--- config.mk ---
export PLATFORM = sky130hd
export DESIGN_NAME = base_health_update
export DESIGN_NICKNAME = d
export VERILOG_FILES = /design/src/rtl/base_health_update_pkg.sv /design/src/rtl/base_health_update_sat_sub.sv /design/src/rtl/base_health_update.sv
export SDC_FILE = /design/constraint.sdc
export NUM_CORES = 1
export LEC_CHECK = 0
export ABC_AREA = 1
export CORE_AREA = 2 2 93 95
export CTS_CLUSTER_SIZE = 28
export DETAILED_ROUTE_END_ITERATION = 8
export DIE_AREA = 0 0 95 97
export GPL_ROUTABILITY_DRIVEN = 0
export MAX_ROUTING_LAYER = met4
export PLACE_DENSITY = 0.73
export REMOVE_ABC_BUFFERS = 1
export SYNTH_ARGS = -nofsm -noshare
export SYNTH_HDL_FRONTEND = slang
export SYNTH_SLANG_ARGS = --single-unit
export TNS_END_PERCENT = 30
--- constraint.sdc ---
create_clock -name clk -period 5.5 [get_ports clk]
set_input_delay 1.1 -clock clk [delete_from_list [all_inputs] [get_ports clk]]
set_output_delay 1.1 -clock clk [all_outputs]
set_load 0.02 [all_outputs]
--- src/rtl/base_health_update_pkg.sv ---
// Shared definitions for the base hit-point update stage: default widths,
// starting hit points and the one-hot state encoding.
package base_health_update_pkg;

  localparam int HP_W_DEF    = 12;
  localparam int BASE_HP_DEF = 1000;
  localparam int RC_W_DEF    = 16;
  // Totals arriving from the damage summation stage are this wide.
  localparam int DMG_W       = 12;

  localparam logic [5:0] ST_IDLE    = 6'b00_0001;
  localparam logic [5:0] ST_REQUEST = 6'b00_0010;
  localparam logic [5:0] ST_WAIT    = 6'b00_0100;
  localparam logic [5:0] ST_APPLY   = 6'b00_1000;
  localparam logic [5:0] ST_ACK     = 6'b01_0000;
  localparam logic [5:0] ST_OVER    = 6'b10_0000;

  typedef enum logic [5:0] {
    S_IDLE    = ST_IDLE,
    S_REQUEST = ST_REQUEST,
    S_WAIT    = ST_WAIT,
    S_APPLY   = ST_APPLY,
    S_ACK     = ST_ACK,
    S_OVER    = ST_OVER
  } state_e;

endpackage

--- src/rtl/base_health_update_sat_sub.sv ---
// Combinational saturating subtractor: y = a - b, floored at zero.
module sat_sub #(
  parameter int W = 12
) (
  input  logic [W-1:0] a,
  input  logic [W-1:0] b,
  output logic [W-1:0] y
);

  always_comb begin
    y = (b >= a) ? '0 : a - b;
  end

endmodule

--- src/rtl/base_health_update.sv ---
// Per-frame base hit-point update: requests a damage total from the summation
// stage, applies it to both bases with saturation, and reports the outcome.
module base_health_update
  import base_health_update_pkg::*;
#(
  parameter int HP_W    = HP_W_DEF,
  parameter int BASE_HP = BASE_HP_DEF,
  parameter int RC_W    = RC_W_DEF
) (
  input  logic            clk,
  input  logic            rst,
  input  logic            tick,
  input  logic            newGame,
  output logic            calcStart,
  input  logic            calcDone,
  output logic            calcAck,
  input  logic [HP_W-1:0] totalUnitDamage,
  input  logic [HP_W-1:0] totalEnemyDamage,
  output logic [HP_W-1:0] playerHP,
  output logic [HP_W-1:0] enemyHP,
  output logic [RC_W-1:0] roundCount,
  output logic            busy,
  output logic            gameOver,
  output logic            win,
  output logic            lose,
  output logic            tickMiss
);

  localparam logic [HP_W-1:0] HP_INIT = HP_W'(BASE_HP);

  state_e          state_q, state_d;
  logic [HP_W-1:0] player_hp_q, player_hp_d;
  logic [HP_W-1:0] enemy_hp_q, enemy_hp_d;
  logic [RC_W-1:0] round_q, round_d;
  logic            win_q, win_d;
  logic            lose_q, lose_d;
  logic            over_q, over_d;
  logic            miss_q, miss_d;
  logic            pending_q, pending_d;

  logic [HP_W-1:0] enemy_next, player_next;
  logic            restart;
  logic            in_busy;

  sat_sub #(.W(HP_W)) u_enemy_sub (
    .a (enemy_hp_q),
    .b (totalUnitDamage),
    .y (enemy_next)
  );

  sat_sub #(.W(HP_W)) u_player_sub (
    .a (player_hp_q),
    .b (totalEnemyDamage),
    .y (player_next)
  );

  assign in_busy = (state_q == S_REQUEST) || (state_q == S_WAIT) ||
                   (state_q == S_APPLY)   || (state_q == S_ACK);

  always_comb begin
    // NOTE: every signal assigned here gets a default first so no path can
    // leave it unassigned and infer a latch.
    state_d     = state_q;
    player_hp_d = player_hp_q;
    enemy_hp_d  = enemy_hp_q;
    round_d     = round_q;
    win_d       = win_q;
    lose_d      = lose_q;
    over_d      = over_q;
    miss_d      = miss_q | (tick & in_busy);
    pending_d   = pending_q | (newGame & in_busy);
    restart     = 1'b0;

    unique case (state_q)
      S_IDLE: begin
        if (newGame)   restart = 1'b1;
        else if (tick) state_d = S_REQUEST;
      end
      S_REQUEST: state_d = S_WAIT;
      S_WAIT: begin
        if (calcDone) state_d = S_APPLY;
      end
      S_APPLY: begin
        enemy_hp_d  = enemy_next;
        player_hp_d = player_next;
        if (round_q != '1) round_d = round_q + RC_W'(1);
        win_d   = (enemy_next == '0) && (player_next != '0);
        lose_d  = (player_next == '0);
        over_d  = (enemy_next == '0) || (player_next == '0);
        state_d = S_ACK;
      end
      S_ACK: begin
        // A restart requested mid-handshake wins over the game-over exit.
        if (!calcDone) begin
          if (pending_q || newGame) restart = 1'b1;
          else if (over_q)          state_d = S_OVER;
          else                      state_d = S_IDLE;
        end
      end
      S_OVER: begin
        if (newGame) restart = 1'b1;
      end
      default: state_d = S_IDLE;
    endcase

    if (restart) begin
      state_d     = S_IDLE;
      player_hp_d = HP_INIT;
      enemy_hp_d  = HP_INIT;
      round_d     = '0;
      win_d       = 1'b0;
      lose_d      = 1'b0;
      over_d      = 1'b0;
      miss_d      = 1'b0;
      pending_d   = 1'b0;
    end
  end

  // NOTE: state registers use non-blocking assignments so every flop samples
  // the pre-edge values regardless of statement order.
  always_ff @(posedge clk) begin
    if (!rst) begin
      state_q     <= S_IDLE;
      player_hp_q <= HP_INIT;
      enemy_hp_q  <= HP_INIT;
      round_q     <= '0;
      win_q       <= 1'b0;
      lose_q      <= 1'b0;
      over_q      <= 1'b0;
      miss_q      <= 1'b0;
      pending_q   <= 1'b0;
    end else begin
      state_q     <= state_d;
      player_hp_q <= player_hp_d;
      enemy_hp_q  <= enemy_hp_d;
      round_q     <= round_d;
      win_q       <= win_d;
      lose_q      <= lose_d;
      over_q      <= over_d;
      miss_q      <= miss_d;
      pending_q   <= pending_d;
    end
  end

  assign calcStart  = (state_q == S_REQUEST);
  assign calcAck    = (state_q == S_ACK);
  assign busy       = in_busy;
  assign playerHP   = player_hp_q;
  assign enemyHP    = enemy_hp_q;
  assign roundCount = round_q;
  assign win        = win_q;
  assign lose       = lose_q;
  assign gameOver   = over_q;
  assign tickMiss   = miss_q;

endmodule

==> impl_metrics.toml, run 1 <==
[outcome]
status = "complete, no violations"

[floorplanning]
core_sq_mm = 0.00813
start_util = 0.465
die_x_um = 95
rows = 33
io_pins = 76
fp.dieH_um = 97
die-area_sq_mm = 0.00922

[logic_synthesis]
ys_types = 35
synth_area_sq_mm = 0.00378
avgSynthCellArea_sq_um = 6.17
synth_enable_flop_cells = 0
yosysMostFrequentCell = "nand2_1"
syn_inst = 613
yosys-top-cells-area = "dfxtp_1, nand2_1, inv_1, ha_1, a21oi_1"
ys_ff_latch = 51
synth_top_area_frac = 0.270
yosysTopAreaCell = "dfxtp_1"
ys.flop_type = "dfxtp_1"
yosys-top-cells-count = "nand2_1, inv_1, a21oi_1, dfxtp_1, nand3_1"
seq_area_frac_synth = 0.270
ys_warn_count = 0
async_flop_share = 0

[power_and_ir_drop]
switchingPower_mw = 0.318
p_int_mw = 0.620
powerDensity_mw_per_mm2 = 197
netSwitchingFraction = 0.339
pwr-share-clk = 0.308
max-vdd-ir-drop_uv = 124
p_comb_frac = 0.280
p_seq_frac = 0.412
p_leak_nw = 2.25

[timing]
min_period_ns = 3.90
finalSetupViolCount = 0
setup_tns_ns = 0
max_freq_mhz = 256
slew_violations = 0
worst_pin_slew_ns = 1.01
timing.final.crit_share = 0.709
rsz0062_at_grt = "no"
skew_ns = 0.00673
maxSlewHeadroom = 0.327
final_hold_viol_count = 0
holdWs_ns = 0.474

[route]
drt_iter0_markers = 170
wirelength_mm = 9.80
drc = 0
vias_per_cell = 5.17
vias = 4102
wl_per_cell_um = 12.4
drt.antenna.violating_nets = 0
drtPass1Iterations = 5

[min_path]
holdPathEnd = "win"
min-delay-start = "win"
hold_depth = 2
hold_path.class = "reg2reg"

[critical_path]
startpoint_type = "flop"
critPathTopFamily = "buffers and inverters"
cp_slowest_cell = "clkdlybuf4s50_1"
worstSetupEndpointType = "primary output"
cp.arrival_ns = 2.80
cp.buffers_inverters = 4
r2r-start = "enemyHP[0]"
rr_worst_depth = 15
slowest_delay_ns = 0.63
path_class = "reg2out"
critical_path.cell_chain = "nor2_2 -> inv_2 -> nor4_4 -> buf_4 -> inv_1 -> nand3b_1 -> clkdlybuf4s50_1"
reg2reg_setup_slack_ns = 2.90
cp_max_fo = 32
required_ns = 4.40
r2r_end = "win"

[cts]
cts.sinks = 51
cts_setup_buffers = 0
clk_pin_slew_ns = 0.10
clk_latency_ns = 0.31
ctsResizeCount = 0
cts-root-buf = "clkbuf_8"
cts-htree-levels = 2
numCtsBuffers = 5
max-clock-path-buffers = 2
cts-hold-fix-buffers = 0
cts_tree = "built"

[global_route]
antenna_found_initial = 0
grt_use_total = 0.225
grt_max_degree = 33
grt-ovfl-total = 0
grt_pass1_wl_mm = 16.8
grt_pass1_vias = 3864

[finish]
drive_above_1_share = 0.0276
diodes = 0
area_growth_pct = 25.8
nets = 743

[placed_design]
io_buffers = 75
hpwl_mm = 7.59

[flow_run]
cap_violations = 0
==> through the flow <==
step / utilization / area (sq um) / total power [mW] / setup WS [ns] / std cells
2_1_floorplan: - / 3740 / 0.574 / 2.29 / 603
3_3_place_gp: 0.570 / 4640 / 0.649 / 1.88 / 785
3_5_place_dp: 0.570 / 4640 / 0.655 / 1.74 / 785
4_1_cts: 0.585 / 4760 / 0.945 / 1.57 / 793
5_1_grt: 0.585 / 4760 / 0.995 / 1.33 / 793
6_report: 0.585 / 4760 / 0.938 / 1.60 / 793
==> power by group through the flow <==
| stage | Clock (mW) | Combinational [mW] | Sequential (mW) |
|---|---|---|---|
| after global routing | 0.310 | 0.297 | 0.387 |
| final | 0.289 | 0.262 | 0.386 |
| after global placement | 0 | 0.255 | 0.394 |
| after CTS | 0.297 | 0.262 | 0.386 |
| after detailed placement | 0 | 0.260 | 0.395 |
| after floorplan | 0 | 0.181 | 0.394 |
==> layout by cell type, fill, tap and decap left out, types with 2 or more instances in the layout <==
cell	netlist	routed
o21bai_1	2	2
nand3b_1	3	3
clkdlybuf4s50_1	0	75
dfxtp_1	51	51
a21oi_1	52	52
o21a_1	2	2
nand4_1	17	17
buf_4	0	2
nor3_1	10	10
nor2_1	45	45
clkbuf_8	0	6
nand3_1	46	46
fa_1	2	2
ha_1	25	25
xnor2_1	2	2
nor4_1	2	2
nand2_1	166	166
xor2_1	7	7
inv_1	119	119
a211oi_1	2	2
nor3_2	2	2
o31ai_1	8	8
o21ai_0	27	27
==> worst reg2reg max path: cells and delay by family (launching register included) <==
kind | cells | cell delay (ns)
flip-flops | 1 | 0.35
AND/OR/NAND/NOR | 10 | 1.38
AO/OA/AOI/OAI | 1 | 0.11
adder cells (fa/ha/maj) | 2 | 0.56
buffers and inverters | 2 | 0.14
==> kinds of logic after synthesis <==
group                    after synthesis  share of synthesized area
AND/OR/NAND/NOR                      298                      0.344
buffers and inverters                131                      0.131
AO/OA/AOI/OAI                         97                      0.141
flip-flops                            51                      0.270
adder cells (fa/ha/maj)               27                     0.0933
XOR/XNOR                               9                     0.0208
==> final cells by class <==
class	count	area (sq um)
fill	803	3380
multi-input combinational	431	2260
sequential	51	1020
timing repair buffer	77	766
inverter	121	455
tap	105	131
clock buffer	6	82.6
clock inverter	2	38.8
==> metal layers <==
metal,wire [um],track usage
met4,99,0.0591
met2,4870,0.381
met1,4470,0.278
met3,360,0.0304
met5,0,-
==> registers in the layout (all words and copies together), names as in the netlist <==
| name | count |
|---|---|
| pending_q | 1 |
| win | 1 |
| tickMiss | 1 |
| lose | 1 |
| gameOver | 1 |
| enemyHP | 12 |
| state_q | 6 |
| roundCount | 16 |
| playerHP | 12 |
==> worst max-delay path by stage <==
stage | from | to | slack, ns | depth (start not counted)
floorplan | state_q[1] | busy | 2.29 | 5
global placement | totalUnitDamage[0] | win | 1.88 | 15
detailed placement | totalUnitDamage[0] | win | 1.74 | 15
CTS | state_q[5] | busy | 1.57 | 7
global route | state_q[5] | busy | 1.33 | 7
finish | state_q[5] | busy | 1.60 | 7
(Power assumes the default switching activity.)
==> run 2: changes to the inputs <==
clock period = 4.05 ns   (was 5.5 ns; I/O delays follow)
==> run 2 against run 1 <==
  * Via count is 1.6% higher
  * Worst setup slack got worse by 0.76 ns
  * Register-to-register slack lost 1.5 ns
  * Power rose by 35%
  * Routed wire length is 2.6% higher
  * Clock skew about the same
  * Critical path type is now in2reg
  * Largest cell class unchanged
==> impl_metrics.toml, run 2 (synthesis results as in run 1) <==
[critical_path]
required_ns = 4.30
cp.buffers_inverters = 2
worstSetupEndpointType = "flop"
cp_slowest_cell = "clkdlybuf4s50_1"
path_class = "in2reg"
r2r_end = "win"
path_depth = 15
critical_path.cell_chain = "clkdlybuf4s50_1 -> ha_1 -> inv_1 -> fa_1 -> nand3_1 -> nand3_1 -> nand3_1 -> nand3_1 -> nand2_1 -> nor2_1 -> nor2_1 -> nand2_1 -> nor2_1 -> nand3_1 -> a21oi_1"
cpMostUsedCell = "nand3_1"
cp.arrival_ns = 3.45
r2r-start = "enemyHP[0]"
slowest_delay_ns = 0.49
cp_max_fo = 10
startpoint_type = "input port"
reg2reg_setup_slack_ns = 1.45
rr_worst_depth = 15
critPathTopFamily = "simple AND/OR/NAND/NOR gates"

[min_path]
min-delay-start = "win"
hold_path.class = "reg2reg"
holdPathEnd = "win"
hold_depth = 2

[route]
vias = 4169
drtPass1Iterations = 6
drt.antenna.violating_nets = 0
wl_per_cell_um = 12.7
drt_iter0_markers = 159
drc = 0
wirelength_mm = 10.1
vias_per_cell = 5.25

[placed_design]
io_buffers = 75
hpwl_mm = 7.84
postPlaceCellArea_sq_mm = 0.00464
pre_cts_slack_ns = 0.580

[finish]
drive_above_1_share = 0.0290
area_growth_pct = 26.0
nets = 744
final_cell_mix = "nand2_1, inv_1, clkdlybuf4s50_1"
final_common_cell = "nand2_1"
diodes = 0
largest_register_ffs = 16
stdcell_area_sq_mm = 0.00477

[cts]
cts_setup_buffers = 0
max-clock-path-buffers = 2
cts_tree = "built"
cts.sinks = 51
clk_pin_slew_ns = 0.10
cts-hold-fix-buffers = 0
numCtsBuffers = 5
ctsResizeCount = 0
cts-root-buf = "clkbuf_8"
cts-htree-levels = 2
clk_latency_ns = 0.31

[timing]
final_hold_viol_count = 0
maxSlewHeadroom = 0.565
max_freq_mhz = 312
finalSetupViolCount = 0
rsz0062_at_grt = "no"
worst_slack_ns = 0.843
setup_tns_ns = 0
skew_ns = 0.00627
holdWs_ns = 0.477
worst_pin_slew_ns = 0.651
min_period_ns = 3.21
timing.final.crit_share = 0.792
slew_violations = 0

[floorplanning]
io_pins = 76
start_util = 0.465
die-area_sq_mm = 0.00922
core_sq_mm = 0.00813
die_x_um = 95
fp.dieH_um = 97
rows = 33

[power_and_ir_drop]
max-vdd-ir-drop_uv = 146
powerDensity_mw_per_mm2 = 266
p_leak_nw = 2.26

[global_route]
antenna_found_initial = 0
grt_max_degree = 32
grt_use_total = 0.230
grt_pass1_wl_mm = 17.2
grt_pass1_vias = 3946
grt-ovfl-total = 0

[outcome]
status = "complete, no violations"

[flow_run]
cap_violations = 0
==> run 2: cell count changes in the layout (fill, tap and decap cells not counted), sizes merged <==
| cell | previous run | this run |
|---|---|---|
| buf | 2 | 3 |
==> run 2: power breakdown <==
group | internal (mW) | switching [mW]
Clock | 0.204 | 0.182
Sequential | 0.515 | 0.00937
Combinational | 0.123 | 0.236
Total | 0.842 | 0.427
==> run 2: how the worst max path moves through the flow <==
stage,slack (ns),start,to
after floorplan,1.13,state_q[1],busy
after global placement,0.73,totalUnitDamage[0],win
after detailed placement,0.58,totalUnitDamage[0],win
after CTS,0.91,totalUnitDamage[0],win
after global routing,0.65,totalUnitDamage[0],win
final,0.84,totalUnitDamage[0],win
==> run 2: tightest hold or removal path: cells and delay by family (launching register included) <==
kind | cells | cell delay, ns
AO/OA/AOI/OAI | 1 | 0.05
flip-flops | 1 | 0.33
AND/OR/NAND/NOR | 1 | 0.06
==> run 2: stage by stage <==
| step | utilization | total power [mW] | std cells |
|---|---|---|---|
| global placement | 0.571 | 0.882 | 786 |
| floorplan | - | 0.780 | 603 |
| global route | 0.586 | 1.36 | 794 |
| detailed placement | 0.571 | 0.889 | 786 |
| finish | 0.586 | 1.27 | 794 |
| CTS | 0.586 | 1.28 | 794 |
==> run 2: per-layer routing <==
metal | track usage | wire (um) | vias up
li1 | - | - | 2114
met1 | 0.276 | 4370 | 1901
met2 | 0.390 | 5000 | 134
met3 | 0.0374 | 557 | 20
met4 | 0.0702 | 132 | 0
met5 | - | 0 | -
==> run 2: final cells by class <==
class                           count  area (sq um)
Sequential cell                    51          1020
Tap cell                          105           131
Multi-Input combinational cell    431          2260
Clock inverter                      2          38.8
Clock buffer                        6          82.6
Timing Repair Buffer               78           773
Inverter                          121           455
Fill cell                         794          3370
==> run 3: changes to the inputs <==
clock period = 3.2 ns   (was 4.05 ns; I/O delays follow)
==> run 3 against run 2 <==
  * Sequential share of layout area is 0.073 points lower
  * Sequential cell count unchanged
  * Register-to-register slack lost 0.74 ns
==> impl_metrics.toml, run 3 (synthesis results as in run 1) <==
[outcome]
status = "complete, no violations"

[global_route]
grtUsageMet3 = 0.0343
grt_max_degree = 32
grt_util_met1 = 0.277
grt-ovfl-total = 0
grt_use_total = 0.222
use_met2 = 0.370
grt_busiest_layer = "met2"
grt_pass1_vias = 3845
antenna_found_initial = 0
grt_pass1_wl_mm = 16.5

[finish]
final_common_cell = "nand2_1"
diodes = 0
layoutNonFillerInstCount = 797
drive_above_1_share = 0.0332
largest_register_ffs = 16
fill_cells = 818
final_cell_mix = "nand2_1, inv_1, clkdlybuf4s50_1"
multiInputGateArea_sq_mm = 0.00226
nets = 747
post-route-util = 0.588
area_growth_pct = 26.5
seq_area_sq_mm = 0.00102

[cts]
clk_latency_ns = 0.31
clk_pin_slew_ns = 0.10
cts-hold-fix-buffers = 0
cts-htree-levels = 2
cts_setup_buffers = 0
cts-root-buf = "clkbuf_8"
numCtsBuffers = 5
ctsResizeCount = 0
cts.sinks = 51
cts_tree = "built"
max-clock-path-buffers = 2

[critical_path]
worstSetupEndpointType = "primary output"
required_ns = 2.56
cp_max_fo = 5
path_class = "reg2out"
slowest_delay_ns = 0.61
cp.arrival_ns = 2.26
startpoint_type = "flop"
cp_slowest_cell = "clkdlybuf4s50_1"
critical_path.cell_chain = "inv_1 -> nand2_1 -> inv_1 -> nand2_1 -> nor3_1 -> nand3b_1 -> clkdlybuf4s50_1"

[timing]
worst_slack_ns = 0.305
final_hold_viol_count = 0
max_freq_mhz = 345
timing.final.crit_share = 0.905
slew_violations = 0
rsz0062_at_grt = "no"
skew_ns = 0.0123
setup_tns_ns = 0
min_period_ns = 2.90
finalSetupViolCount = 0
maxSlewHeadroom = 0.560
worst_pin_slew_ns = 0.659

[route]
drc = 0
drtPass1Iterations = 5
vias = 4071
wl_per_cell_um = 12.1
drt.antenna.violating_nets = 0
drt_iter0_markers = 159
vias_per_cell = 5.11
wirelength_mm = 9.64

[placed_design]
hpwl_mm = 7.58
pre_cts_slack_ns = 0.0397
post-place-cells = 789
io_buffers = 75

[power_and_ir_drop]
p_leak_nw = 2.26
max-vdd-ir-drop_uv = 263
powerDensity_mw_per_mm2 = 335
p_total_mw = 1.60

[floorplanning]
fp.dieH_um = 97
start_util = 0.465
rows = 33
die-area_sq_mm = 0.00922
die_x_um = 95
io_pins = 76
core_sq_mm = 0.00813

[min_path]
hold_path.class = "reg2reg"

[flow_run]
cap_violations = 0
-- run 3: final cells by class --
type / count / area share
Timing Repair Buffer: 81 / 0.166
Sequential cell: 51 / 0.214
Clock buffer: 5 / 0.0144
Inverter: 121 / 0.0952
Clock inverter: 3 / 0.00968
Multi-Input combinational cell: 431 / 0.473
Tap cell: 105 / 0.0275
-- run 3: layer usage --
layer | up-vias | routed length, um
met1 | 1831 | 4440
li1 | 2126 | -
met3 | 19 | 430
met4 | 0 | 167
met5 | - | 0
met2 | 95 | 4600
-- run 3: path summary, 6_finish.rpt --
kind                    from  endpoint  slack (ns)  cells after the start
hold reg to reg     tickMiss  tickMiss        0.48                      2
hold / removal      tickMiss  tickMiss        0.48                      2
setup / recovery  state_q[1]      busy        0.30                      7
setup reg to reg  state_q[1]  gameOver        0.71                     11
-- run 3: critical path, delay by kind of cell (launching register included) --
kind / cells / cell delay, ns
flip-flops: 1 / 0.32
buffers and inverters: 3 / 0.79
AND/OR/NAND/NOR: 4 / 0.85
-- run 3: power by group --
| group | switching, mW | internal, mW |
|---|---|---|
| logic | 0.301 | 0.162 |
| clock network | 0.240 | 0.236 |
| registers | 0.0115 | 0.652 |
| total | 0.553 | 1.05 |
-- run 3: metrics by stage --
stage	hold WS, ns	instance area (sq um)
after floorplan	0.450	3740
final	0.479	4780
after global routing	0.516	4780
after CTS	0.485	4780
after global placement	0.453	4670
after detailed placement	0.461	4670
